`src/rtl/cmd_rx_pkg.sv`:
```
// Package: cmd_rx_pkg
// Shared types and helpers for the serial command frame receiver.
//   rx_state_t : receiver FSM states
//   rx_err_t   : error codes reported on err_code
//   even_par() : even-parity bit over a word (zero-extended to 32 bits)
package cmd_rx_pkg;

    typedef enum logic [2:0] {
        IDLE,
        SHIFT,
        DRAIN,
        ISSUE,
        STROBE,
        GAP
    } rx_state_t;

    typedef enum logic [1:0] {
        ERR_NONE,
        ERR_SHORT,
        ERR_LONG,
        ERR_PAR_BUSY
    } rx_err_t;

    // Bit that makes the total number of ones (word + bit) even.
    function automatic logic even_par(input logic [31:0] word);
        return ^word;
    endfunction

endpackage

```
`src/rtl/cmd_strob_timer.sv`:
```
// Module: cmd_strob_timer
// Loadable down-counter timing the strobe-high and gap-low phases.
// Ports:
//   clk, rst_n : clock, asynchronous active-low reset
//   load       : load load_val this cycle (takes priority over counting)
//   load_val   : phase length minus one
//   done       : counter has reached zero (last cycle of the phase)
module cmd_strob_timer #(
    parameter int unsigned CNT_W = 2
) (
    input  logic             clk,
    input  logic             rst_n,
    input  logic             load,
    input  logic [CNT_W-1:0] load_val,
    output logic             done
);

    logic [CNT_W-1:0] cnt_q;
    logic [CNT_W-1:0] cnt_d;

    always_comb begin
        cnt_d = cnt_q;
        if (load) begin
            cnt_d = load_val;
        end else if (cnt_q != '0) begin
            cnt_d = cnt_q - 1'b1;
        end
    end

    always_ff @(posedge clk or negedge rst_n) begin
        if (!rst_n) begin
            cnt_q <= '0;
        end else begin
            cnt_q <= cnt_d;
        end
    end

    assign done = (cnt_q == '0);

endmodule

```
`src/rtl/cmd_frame_receiver.sv`:
```
// Module: cmd_frame_receiver
// Deserialises one framed address word (MSB first), then issues one strobe
// burst to the downstream decoder. Malformed frames, and frames arriving
// while a strobe/gap is in progress, are rejected with an error code.
// Optional feature: define CMD_RX_PARITY_EN to expect a trailing even-parity bit.
// Ports:
//   clk, rst_n : clock, asynchronous active-low reset
//   ser_frame  : high for the whole frame; a low sample ends it
//   ser_valid  : ser_data carries a valid bit this cycle
//   ser_data   : serial data, MSB first
//   addr_out   : last accepted address word
//   strob_out  : strobe to the decoder, STROBE_LEN cycles high
//   busy       : high during ISSUE, STROBE and GAP
//   err_out    : one-cycle pulse on a rejected frame
//   err_code   : 0 none, 1 short, 2 long, 3 parity/busy; held until next frame end
module cmd_frame_receiver #(
    parameter int unsigned ADDR_W     = 5,
    parameter int unsigned STROBE_LEN = 1,
    parameter int unsigned GAP_CYC    = 1
) (
    input  logic              clk,
    input  logic              rst_n,
    input  logic              ser_frame,
    input  logic              ser_valid,
    input  logic              ser_data,
    output logic [ADDR_W-1:0] addr_out,
    output logic              strob_out,
    output logic              busy,
    output logic              err_out,
    output logic [1:0]        err_code
);
    import cmd_rx_pkg::*;

`ifdef CMD_RX_PARITY_EN
    localparam int unsigned NBITS = ADDR_W + 1;
`else
    localparam int unsigned NBITS = ADDR_W;
`endif
    localparam int unsigned CNT_W = $clog2(NBITS + 1);
    localparam int unsigned TMAX  = (STROBE_LEN > GAP_CYC) ? STROBE_LEN : GAP_CYC;
    localparam int unsigned TW    = (TMAX > 1) ? $clog2(TMAX) : 1;

    localparam logic [CNT_W-1:0] NBITS_C     = CNT_W'(NBITS);
    localparam logic [TW-1:0]    STROBE_LOAD = TW'(STROBE_LEN - 1);
    localparam logic [TW-1:0]    GAP_LOAD    = TW'((GAP_CYC > 0) ? GAP_CYC - 1 : 0);

    rx_state_t         state_q,      state_d;
    rx_err_t           err_code_q,   err_code_d;
    logic [NBITS-1:0]  shreg_q,      shreg_d;
    logic [CNT_W-1:0]  cnt_q,        cnt_d;
    logic [ADDR_W-1:0] addr_q,       addr_d;
    logic              strob_q,      strob_d;
    logic              busy_q,       busy_d;
    logic              err_q,        err_d;
    logic              busy_frame_q, busy_frame_d;

    logic              tmr_load;
    logic [TW-1:0]     tmr_val;
    logic              tmr_done;

    cmd_strob_timer #(.CNT_W(TW)) u_timer (
        .clk      (clk),
        .rst_n    (rst_n),
        .load     (tmr_load),
        .load_val (tmr_val),
        .done     (tmr_done)
    );

    always_comb begin
        state_d      = state_q;
        err_code_d   = err_code_q;
        shreg_d      = shreg_q;
        cnt_d        = cnt_q;
        addr_d       = addr_q;
        err_d        = 1'b0;
        busy_frame_d = busy_frame_q;
        tmr_load     = 1'b0;
        tmr_val      = STROBE_LOAD;

        case (state_q)
            IDLE: begin
                // A frame that began while busy is swallowed here until it ends.
                if (busy_frame_q) begin
                    if (!ser_frame) begin
                        busy_frame_d = 1'b0;
                        err_d        = 1'b1;
                        err_code_d   = ERR_PAR_BUSY;
                    end
                end else if (ser_frame) begin
                    state_d = SHIFT;
                    cnt_d   = '0;
                    if (ser_valid) begin
                        shreg_d = {shreg_q[NBITS-2:0], ser_data};
                        cnt_d   = CNT_W'(1);
                    end
                end
            end
            SHIFT: begin
                if (!ser_frame) begin
                    if (cnt_q == NBITS_C) begin
`ifdef CMD_RX_PARITY_EN
                        if (even_par(32'(shreg_q[NBITS-1:1])) != shreg_q[0]) begin
                            err_d      = 1'b1;
                            err_code_d = ERR_PAR_BUSY;
                            state_d    = IDLE;
                        end else begin
                            state_d = ISSUE;
                        end
`else
                        state_d = ISSUE;
`endif
                    end else begin
                        err_d      = 1'b1;
                        err_code_d = ERR_SHORT;
                        state_d    = IDLE;
                    end
                end else if (ser_valid) begin
                    if (cnt_q == NBITS_C) begin
                        err_d      = 1'b1;
                        err_code_d = ERR_LONG;
                        state_d    = DRAIN;
                    end else begin
                        shreg_d = {shreg_q[NBITS-2:0], ser_data};
                        cnt_d   = cnt_q + 1'b1;
                    end
                end
            end
            DRAIN: begin
                if (!ser_frame) begin
                    state_d = IDLE;
                end
            end
            ISSUE: begin
                addr_d     = shreg_q[NBITS-1 -: ADDR_W];
                err_code_d = ERR_NONE;
                tmr_load   = 1'b1;
                tmr_val    = STROBE_LOAD;
                state_d    = STROBE;
            end
            STROBE: begin
                if (tmr_done) begin
                    if (GAP_CYC > 0) begin
                        tmr_load = 1'b1;
                        tmr_val  = GAP_LOAD;
                        state_d  = GAP;
                    end else begin
                        state_d = IDLE;
                    end
                end
            end
            GAP: begin
                if (tmr_done) begin
                    state_d = IDLE;
                end
            end
            default: state_d = IDLE;
        endcase

        // Track frames that start while busy; the flag survives into IDLE so a
        // frame still high when GAP ends is treated as a busy frame.
        if (state_q inside {ISSUE, STROBE, GAP}) begin
            if (ser_frame) begin
                busy_frame_d = 1'b1;
            end else if (busy_frame_q) begin
                busy_frame_d = 1'b0;
                err_d        = 1'b1;
                err_code_d   = ERR_PAR_BUSY;
            end
        end

        strob_d = (state_d == STROBE);
        busy_d  = (state_d inside {ISSUE, STROBE, GAP});
    end

    always_ff @(posedge clk or negedge rst_n) begin
        if (!rst_n) begin
            state_q      <= IDLE;
            err_code_q   <= ERR_NONE;
            shreg_q      <= '0;
            cnt_q        <= '0;
            addr_q       <= '0;
            strob_q      <= 1'b0;
            busy_q       <= 1'b0;
            err_q        <= 1'b0;
            busy_frame_q <= 1'b0;
        end else begin
            state_q      <= state_d;
            err_code_q   <= err_code_d;
            shreg_q      <= shreg_d;
            cnt_q        <= cnt_d;
            addr_q       <= addr_d;
            strob_q      <= strob_d;
            busy_q       <= busy_d;
            err_q        <= err_d;
            busy_frame_q <= busy_frame_d;
        end
    end

    assign addr_out  = addr_q;
    assign strob_out = strob_q;
    assign busy      = busy_q;
    assign err_out   = err_q;
    assign err_code  = err_code_q;

endmodule

```
`config.mk`:
```
export PLATFORM = sky130hd
export DESIGN_NAME = cmd_frame_receiver
export DESIGN_NICKNAME = d
export VERILOG_FILES = /design/src/rtl/cmd_rx_pkg.sv /design/src/rtl/cmd_strob_timer.sv /design/src/rtl/cmd_frame_receiver.sv
export SDC_FILE = /design/constraint.sdc
export NUM_CORES = 1
export LEC_CHECK = 0
export CORE_MARGIN = 8
export CORE_UTILIZATION = 48
export DETAILED_ROUTE_END_ITERATION = 16
export PLACE_DENSITY = 0.73
export SLEW_MARGIN = 20
export SYNTH_ARGS = -nofsm -noshare
export SYNTH_HDL_FRONTEND = slang
export SYNTH_HIERARCHICAL = 1
export SYNTH_SLANG_ARGS = --single-unit
```
`constraint.sdc`:
```
create_clock -name clk -period 1.75 [get_ports clk]
set_input_delay 0.35 -clock clk [delete_from_list [all_inputs] [get_ports clk]]
set_output_delay 0.35 -clock clk [all_outputs]
set_load 0.005 [all_outputs]
```
==> summary.txt, run 1 <==
Yosys
  – Post-synth EDFFs: 0
  – Cells after synthesis: 103
  – Synth Area in Compound Gates: between 10% and 20%
  – XOR/XNOR share of the synthesized area: less than 1%
  – Synth Area in Simple Gates: ~15%
  – Main combinational cell family by area after synthesis: multiplexers
  – Synth cell types: 37
  – Top FF cell, synth: dfrtp_1
  – Mapped cell area: about 0.0012 mm²
  – Synth Net Count: 110
  – Synth Area in Adders: approximately 2.1%
  – Synth warn: 6
  – Mux share of post-synthesis cell area: about 16%
  – Avg Cell Area, Syn: 11.48 µm²
  – Synth Register Bits: 23
  – Asr flop ratio synth: between 90% and 100%
  – Register area share after synthesis: between 40% and 50%

Clock network
  – Clock Path Buffers: 2
  – Clock Root Buffer: clkbuf_4
  – Htree depth: 1
  – Clock Latency Late Sink: a little over 0.3 ns
  – Hold buffers post-CTS: 0
  – Clock slew at reported path FFs: ~0.13 ns
  – TritonCTS Buffers: 3
  – # clock sinks: 23
  – TritonCTS clock tree: yes

Cells and area
  – Area Growth Syn to Fin: 28.78%
  – Nets: around 140
  – Layout cells sized above 1: between 30 and 40%
  – Most frequent cells in the layout: dfrtp_1 (23), buf_4 (18), clkdlybuf4s50_1 (14)
  – Core Util, Final: a little over three fifths
  – Finished Layout Cells: between 150 and 200
  – Most common cell after layout, fill and taps aside: dfrtp_1
  – ANT cells: 0

Drt
  – Via count: about 840
  – DR pass1 iterations: 4
  – Residual DRC: 0
  – DR iter-0 viols: 33
  – Routed WL: about 2.3 mm
  – Metal1 wirelength: roughly 1.0 mm
  – Metal2 WL: roughly 1.1 mm
  – Vias per cell: between 5 and 6
  – WL/cell: 13.86 µm
  – Final ANT Viol Nets: 0
  – Detail Route met3 WL: about 120 µm
  – Top Layer Used: met4

Global route
  – Global-route wire length before repair: 3.981 mm
  – Gr usage total: about an eighth
  – Vias in the first global route: roughly 900
  – Global route overflow: 0
  – Initial antenna violation count: 0
  – Pin count of the biggest net entering global routing: 24

Power and ir drop
  – Power density of the placed cells: about 1400 mW/mm²
  – Peak VDD IR: approximately 0.00098 V
  – Lkg Pwr: between 0.7 and 0.8 nW
  – Total power: around 0.0022 W

Floorplanning
  – Chip width: around 66 µm
  – Io pins: 15
  – Row cnt: 18
  – Die Ht: roughly 66 µm
  – Core region area: 0.002410 mm²
  – Die Footprint: 0.004307 mm²
  – Starting Density: around half

Critical path
  – Nature of the critical path startpoint: register
  – CP max FO: 5
  – CP top delay family: flip-flops
  – CP max-delay cell: dfrtp_1
  – Largest stage delay on the critical path: around 0.45 ns
  – WP data arrival: about 2 ns
  – Critical Path, Cell by Cell: ha_4 > and2_4 > a2111oi_4 > buf_4 > nand2_8 > mux2_4
  – WP data required: just under 2 ns
  – Setup CP Type: reg2reg
  – CP Buf/Inv Count: 1
  – Critical path endpoint category: register

Placement
  – HPWL after detailed placement: about 1.7 mm
  – PortBufs: 14
  – Placed cells: 156
  – Final Wtd Congestion: between 0.8 and 0.9

STA
  – Setup ws final: -0.03569 ns
  – Worst Skew: approximately 0.0048 ns
  – Final Hold Fails: 0
  – Fin crit period: ~1.8 ns
  – Final setup violation count: 5
  – Ratio of final minimum period to clock period: 102.0%
  – Max Freq: roughly 560 MHz
  – Unrepaired setup endpoints after global routing: yes
  – Slew Limit Fails: 0

Outcome
  – Run status: finished with violations
  – Failing checks: negative setup slack

Job
  – Max Cap Viol: 0

Hold path
  – Class of the worst hold path: in2async
==> flip-flops by register name, summed over array words and instances (netlist names) <==
signal and flops:
state_q 3, shreg_q 5, err_code 2, u_timer/cnt_q 1, busy_frame_q 1, busy 1, strob_out 1, addr_out 5
err_out 1, cnt_q 3
==> final timing paths <==
kind                             startpoint           end  slack, ns  depth (start not counted)
worst min-delay path                  rst_n    shreg_q[3]       0.37                          2
max in group asynchronous             rst_n  busy_frame_q       1.15                          2
worst max-delay path               cnt_q[0]    shreg_q[4]      -0.04                          6
worst min register to register  err_code[1]   err_code[1]       0.50                          2
min in group clk                err_code[1]   err_code[1]       0.50                          2
worst max register to register     cnt_q[0]    shreg_q[4]      -0.04                          6
==> power by group <==
group	internal (W)	leakage (nW)	switching, W
Combinational	0.000649	0.412	0.000441
Sequential	0.000711	0.298	0.000120
Clock	0.0000855	0.0177	0.000163
==> cells in the mapped netlist (2+ instances only) <==
library cell / instances / area share (%)
a21oi_1: 3 / 1.3
nand2_1: 6 / 1.9
ha_1: 2 / 2.1
mux2_2: 6 / 5.7
nand3_1: 2 / 0.85
o21ai_0: 5 / 2.1
nor2b_1: 2 / 1.1
and2_1: 4 / 2.1
inv_1: 4 / 1.3
mux2_4: 6 / 7.6
o31ai_1: 3 / 1.9
nand2b_1: 4 / 2.1
mux2i_1: 3 / 2.5
nor2_1: 6 / 1.9
clkbuf_1: 3 / 0.95
dfrtp_1: 23 / 49
==> cell type report <==
type / count / area [µm²]
multi-input combinational: 71 / 591.8
sequential: 23 / 575.6
clock buffer: 3 / 22.52
timing repair buffer: 32 / 275.3
tap: 30 / 37.54
clock inverter: 1 / 5.005
inverter: 4 / 15.01
fill: 188 / 887.1
==> logic make-up (layout without fill, tap and decap cells) <==
group / Yosys count / count (layout)
other: 1 / 1
buffers and inverters: 9 / 40
AO/OA/AOI/OAI: 21 / 21
multiplexers: 15 / 15
AND/OR/NAND/NOR: 31 / 31
XOR/XNOR: 1 / 1
flip-flops: 23 / 23
adder cells (fa/ha/maj): 2 / 2
==> through the flow <==
| stage | setup TNS (ns) | instance area (µm²) | setup slack, ns | hold WS (ns) |
|---|---|---|---|---|
| final | -0.1517 | 1523 | -0.03569 | 0.3692 |
| after global routing | -0.6879 | 1523 | -0.1124 | 0.3884 |
| after CTS | -0.1077 | 1496 | -0.02571 | 0.3778 |
| after detailed placement | -1.732 | 1446 | -0.2433 | 0.4737 |
| after global placement | -1.476 | 1446 | -0.2159 | 0.4626 |
| after floorplan | -0.02368 | 1191 | -0.02368 | 0.05441 |
==> layer usage <==
layer | up-vias | track usage [%]
met5 | - | 0
met4 | 0 | 5.177
met3 | 2 | 4.592
met2 | 14 | 20.10
met1 | 404 | 12.63
li1 | 421 | -
==> repair_timing <==
item / CTS / global route
gates cloned: 0 / 0
endpoints found under the setup margin: 7 / 7
buffers inserted: 3 / 1
pin swaps: 1 / 0
gates resized for setup: 1 / 2
Note: power is estimated with default switching activity, not from simulation.
==> inputs of run 2 (changes only) <==
--- a/config.mk
+++ b/config.mk
@@ -5,10 +5,11 @@
 export SDC_FILE = /design/constraint.sdc
 export NUM_CORES = 1
 export LEC_CHECK = 0
-export CORE_MARGIN = 8
-export CORE_UTILIZATION = 48
+export CAP_MARGIN = 0
+export CORE_MARGIN = 3
+export CORE_UTILIZATION = 53
 export DETAILED_ROUTE_END_ITERATION = 16
-export PLACE_DENSITY = 0.73
+export PLACE_DENSITY = 0.77
 export SLEW_MARGIN = 20
 export SYNTH_ARGS = -nofsm -noshare
 export SYNTH_HDL_FRONTEND = slang
==> constraint.sdc (replaced) <==
create_clock -name clk -period 1.9 [get_ports clk]
set_input_delay 0.38 -clock clk [delete_from_list [all_inputs] [get_ports clk]]
set_output_delay 0.38 -clock clk [all_outputs]
set_load 0.005 [all_outputs]
==> summary.txt, run 2 (synthesis gave the netlist of run 1 again) <==
Outcome
  – Run status: finished, final reports clean

Critical path
  – CP max FO: 5
  – WP data arrival: roughly 2 ns
  – Flop-to-flop setup slack: slightly above 0.06 ns
  – Critical path endpoint category: register
  – RR Endpoint: shreg_q[1]
  – Worst r2r src: cnt_q[1]
  – FF-to-FF path depth: 7
  – Setup CP Type: reg2reg
  – WP data required: ~2.1 ns
  – Nature of the critical path startpoint: register

Cells and area
  – Layout cells sized above 1: 26.77%
  – Finished Layout Cells: between 150 and 200
  – # fillers: approximately 170
  – Area Growth Syn to Fin: 23.70%
  – Most common cell after layout, fill and taps aside: dfrtp_1
  – Design area: 0.001463 mm²
  – Core Util, Final: a little under three quarters
  – ANT cells: 0
  – Most frequent cells in the layout: dfrtp_1 (23), clkdlybuf4s50_1 (14), buf_4 (11)
  – Nets: ~140

Clock network
  – Clock Path Buffers: 2
  – TritonCTS clock tree: yes
  – Clock slew at reported path FFs: between 0.1 and 0.15 ns
  – Hold buffers post-CTS: 0
  – Clock Latency Late Sink: between 0.3 and 0.4 ns
  – Htree depth: 1
  – TritonCTS Buffers: 3
  – Clock Root Buffer: clkbuf_4
  – # clock sinks: 23

Hold path
  – Class of the worst hold path: in2async

STA
  – Fin crit period: about 1.8 ns
  – Final Hold Fails: 0
  – Fin Hold WS: 0.4069 ns
  – Worst Skew: about 0.0050 ns
  – Slew Limit Fails: 0
  – Max Freq: 544.1 MHz
  – Ratio of final minimum period to clock period: a little over nine tenths
  – Final setup violation count: 0

Placement
  – Placed cell areas: between 0.001 and 0.0015 mm²
  – Placed cells: approximately 150
  – PortBufs: 14
  – Final Wtd Congestion: approximately 0.8
  – HPWL after detailed placement: between 1.5 and 2 mm

Power and ir drop
  – Sw Share: 34.24%
  – Lkg Pwr: 0.6867 nW
  – Power density of the placed cells: around 1300 mW/mm²
  – P_sw: about 0.00066 W
  – Peak VDD IR: 0.0007432 V
  – Clock power frac: 11.8%
  – P_int: between 0.001 and 0.0015 W
  – Combinational power share: 47.3%
  – Sequential power share: 40.9%

Job
  – Max Cap Viol: 0

Global route
  – Pin count of the biggest net entering global routing: 24
  – Vias in the first global route: about 800
  – Initial antenna violation count: 0
  – Global route overflow: 0
  – Gr usage total: between 15 and 20%
  – Global-route wire length before repair: around 3.6 mm

Floorplanning
  – Die Ht: around 53 µm
  – Row cnt: 16
  – Die Footprint: between 0.002 and 0.003 mm²
  – Chip width: about 53 µm
  – Starting Density: just under 60%
  – Core region area: between 0.002 and 0.0025 mm²
  – Io pins: 15

Drt
  – Vias per cell: 5.383
  – Routed WL: 2.223 mm
  – DR iter-0 viols: 12
  – WL/cell: roughly 14 µm
  – DR pass1 iterations: 4
  – Residual DRC: 0
  – Final ANT Viol Nets: 0
  – Via count: around 830
-- run 2: changes by cell type in the layout (fill, tap and decap cells not counted), sizes merged --
cell | previous run | this run
buf | 18 | 11
-- run 2: worst max path at each step --
stage / start / endpoint / slack (ns) / depth (start not counted)
after floorplan: cnt_q[0] / cnt_q[0] / 0.04 / 5
after global placement: ser_frame / shreg_q[0] / -0.09 / 6
after detailed placement: ser_frame / shreg_q[2] / -0.10 / 6
after CTS: cnt_q[0] / shreg_q[1] / 0.01 / 6
after global routing: cnt_q[1] / shreg_q[1] / -0.01 / 7
final: cnt_q[1] / shreg_q[1] / 0.06 / 7
-- run 2: what timing repair did --
item,CTS,global route
buffers inserted,0,4
endpoints found under the setup margin,0,7
hold endpoints to repair,0,0
gates resized for setup,0,5
-- run 2: layer usage --
layer  part of all wire, %  up-vias  track usage [%]
li1                      -      408                -
met1                    46      403            20.97
met2                    50       16            32.45
met3                   3.9        2            3.662
met4                  0.54        0            5.106
met5                     0        -                0
-- run 2: layout make-up --
cell class                 count  area, µm²  share of cell area (%)
multi-input combinational     71      588.1                   40.21
sequential                    23      575.6                   39.35
timing repair buffer          25      222.7                   15.23
tap                           27      33.78                   2.310
clock buffer                   3      22.52                   1.540
inverter                       4      15.01                   1.027
clock inverter                 1      5.005                  0.3422
-- run 2: critical path, cell delays in order, from the launching register on --
cell and delay [ns]:
dfrtp_1 0.41, inv_2 0.07, ha_4 0.16, and2_4 0.16, a2111oi_4 0.37, buf_4 0.20
nand2_8 0.07, mux2_4 0.29
-- run 2: through the flow --
stage / TNS [ns] / total power, W / worst slack, ns
floorplan: 0 / 0.001325 / 0.03830
global placement: -0.5725 / 0.001568 / -0.08633
detailed placement: -0.6822 / 0.001616 / -0.1046
CTS: 0 / 0.001841 / 0.01422
global route: -0.04488 / 0.002078 / -0.01469
finish: 0 / 0.001941 / 0.06194
-- run 2: power by group through the flow --
stage / sequential [W] / clock, W / combinational (W)
after floorplan: 0.000765 / 0 / 0.000561
after global placement: 0.000788 / 0 / 0.000780
after detailed placement: 0.000799 / 0 / 0.000817
after CTS: 0.000791 / 0.000231 / 0.000819
after global routing: 0.000815 / 0.000251 / 0.00101
final: 0.000795 / 0.000229 / 0.000917
==> RTL edit: new RTL, flow settings as in run 2 <==
The option `CMD_RX_PARITY_EN` is turned on by a define.
--- a/src/rtl/cmd_frame_receiver.sv
+++ b/src/rtl/cmd_frame_receiver.sv
@@ -15,2 +15,4 @@
 //   err_code   : 0 none, 1 short, 2 long, 3 parity/busy; held until next frame end
+`define CMD_RX_PARITY_EN
+
 module cmd_frame_receiver #(
Formal check against the unedited RTL: not equivalent (a bounded check fails within 10 cycles, from zero or initial values and one cycle with rst_n low).
==> RTL edit against run 2 <==
Cell area rose by 0.68%. Wire length rose by 3.1%. Setup slack improved by 0.058 ns. Power fell by 3.5%. Sequential cell count rose by 1. Hold slack barely moved. Die area rose by 2.8%. Largest power group is now registers. Cell count rose by 3.9%. Synthesized area rose by 3.2%.
==> RTL edit: results (changes against run 2) <==
[outcome]
outcome=completed

[drt]
wl_met3_um=86  ; unchanged
wl_per_cell_um=14.3  ; -0.72%
via_per_inst=5.68  ; +5.4%
wl_met1_um=1090  ; +7.7%
dr_wl_met2_um=1080  ; -2.3%

[cells_and_area]
clock_buffers=4  ; +1
signal_buffers=22  ; -12%
multi_input_area_um2=583  ; -0.85%
multi_input_cells=78  ; +9.9%
clk_share=0.0246  ; +0.00582
largest_register=shreg_q
seq_share=0.408  ; +0.0143
fill_cells=155  ; -6.6%
drive_gt1_frac=0.226  ; -0.0422
layout.nonclk_buf_frac=0.136  ; -0.0163
n_all_inverters=5  ; +1

[logic_synthesis]
syn_nets=118  ; +7.3%
synth-xor-area-share=0.0605  ; +0.0531
ys_types=36  ; -2.7%
synth_compound_area_frac=0.109  ; -0.0267
synth_fa_ha_area_frac=0.0205  ; -0.000651
ys_top_cells_by_count=dfrtp_1, mux2_2, nand2_1
yosys-top-cells-area=dfrtp_1, mux2_2, nand2_1
yosysWarnings=6  ; unchanged
synthMuxAreaShare=0.118  ; -0.0408

[critical_path]
crit_start=shreg_q[2]
cp.arrival_ns=2.01  ; -0.03 ns
worstReg2RegEnd=state_q[0]
crit_fanout=4  ; -1
reg2reg_slack_ns=0.12  ; +0.06 ns

[pwr]
power.leakage_nw=0.685  ; -0.18%
switching_share=0.342  ; -0.000549
ir_drop_v=0.000959  ; +29%
powerSeq_mw=0.829  ; +4.3%
powerClk_mw=0.266  ; +16%
power_density_nw_per_um2=1270  ; -4.1%

[clock_network]
cts.sinks=24  ; +4.3%
post_cts_buffers=0  ; unchanged
cts.repair.resized=0  ; unchanged

[global_routing]
grt_pass1_vias=907  ; +11%
grt_pass1_wl_um=3960  ; +9.1%
gr-usage-met1=0.247  ; +0.0372
gr-usage-met2=0.294  ; -0.0301
grt_max_degree=25  ; +4.2%
grt_use_met3=0.0332  ; -0.00338
grt_util_all_layers=0.189  ; +0.00998

[placement]
place_congestion=0.847  ; +8.7%
dp.final_hpwl_um=1690  ; +5.8%
portBuffers=14  ; unchanged

[sta]
skew_ns=0.00449  ; -0.000517 ns

[RTL edit: changes by cell type after synthesis, moves of 2 or more]
cell | run 2 | this run
mux2_4 | 6 | 0
mux2_2 | 6 | 11
nand2_1 | 6 | 10
nand3_1 | 2 | 6
and2_1 | 4 | 1
o31ai_1 | 3 | 0
a211o_1 | 0 | 2
nor2b_1 | 2 | 0
nor3_1 | 0 | 2
o311ai_0 | 0 | 2
xor2_1 | 0 | 2
[RTL edit: stage by stage]
step | utilization | cell area (um^2) | std cells | setup WS (ns)
after global routing | 0.714 | 1470 | 160 | 0.0721
after floorplan | - | 1220 | 111 | 0.321
after CTS | 0.714 | 1470 | 160 | 0.149
after global placement | 0.697 | 1440 | 156 | 0.0890
final | 0.714 | 1470 | 160 | 0.120
after detailed placement | 0.697 | 1440 | 156 | 0.0599
[RTL edit: critical path, cell delays in order (launching register included)]
cell and delay (ns):
dfrtp_1 0.45, xnor2_1 0.21, xnor3_1 0.49, or4_4 0.48, o31ai_2 0.08
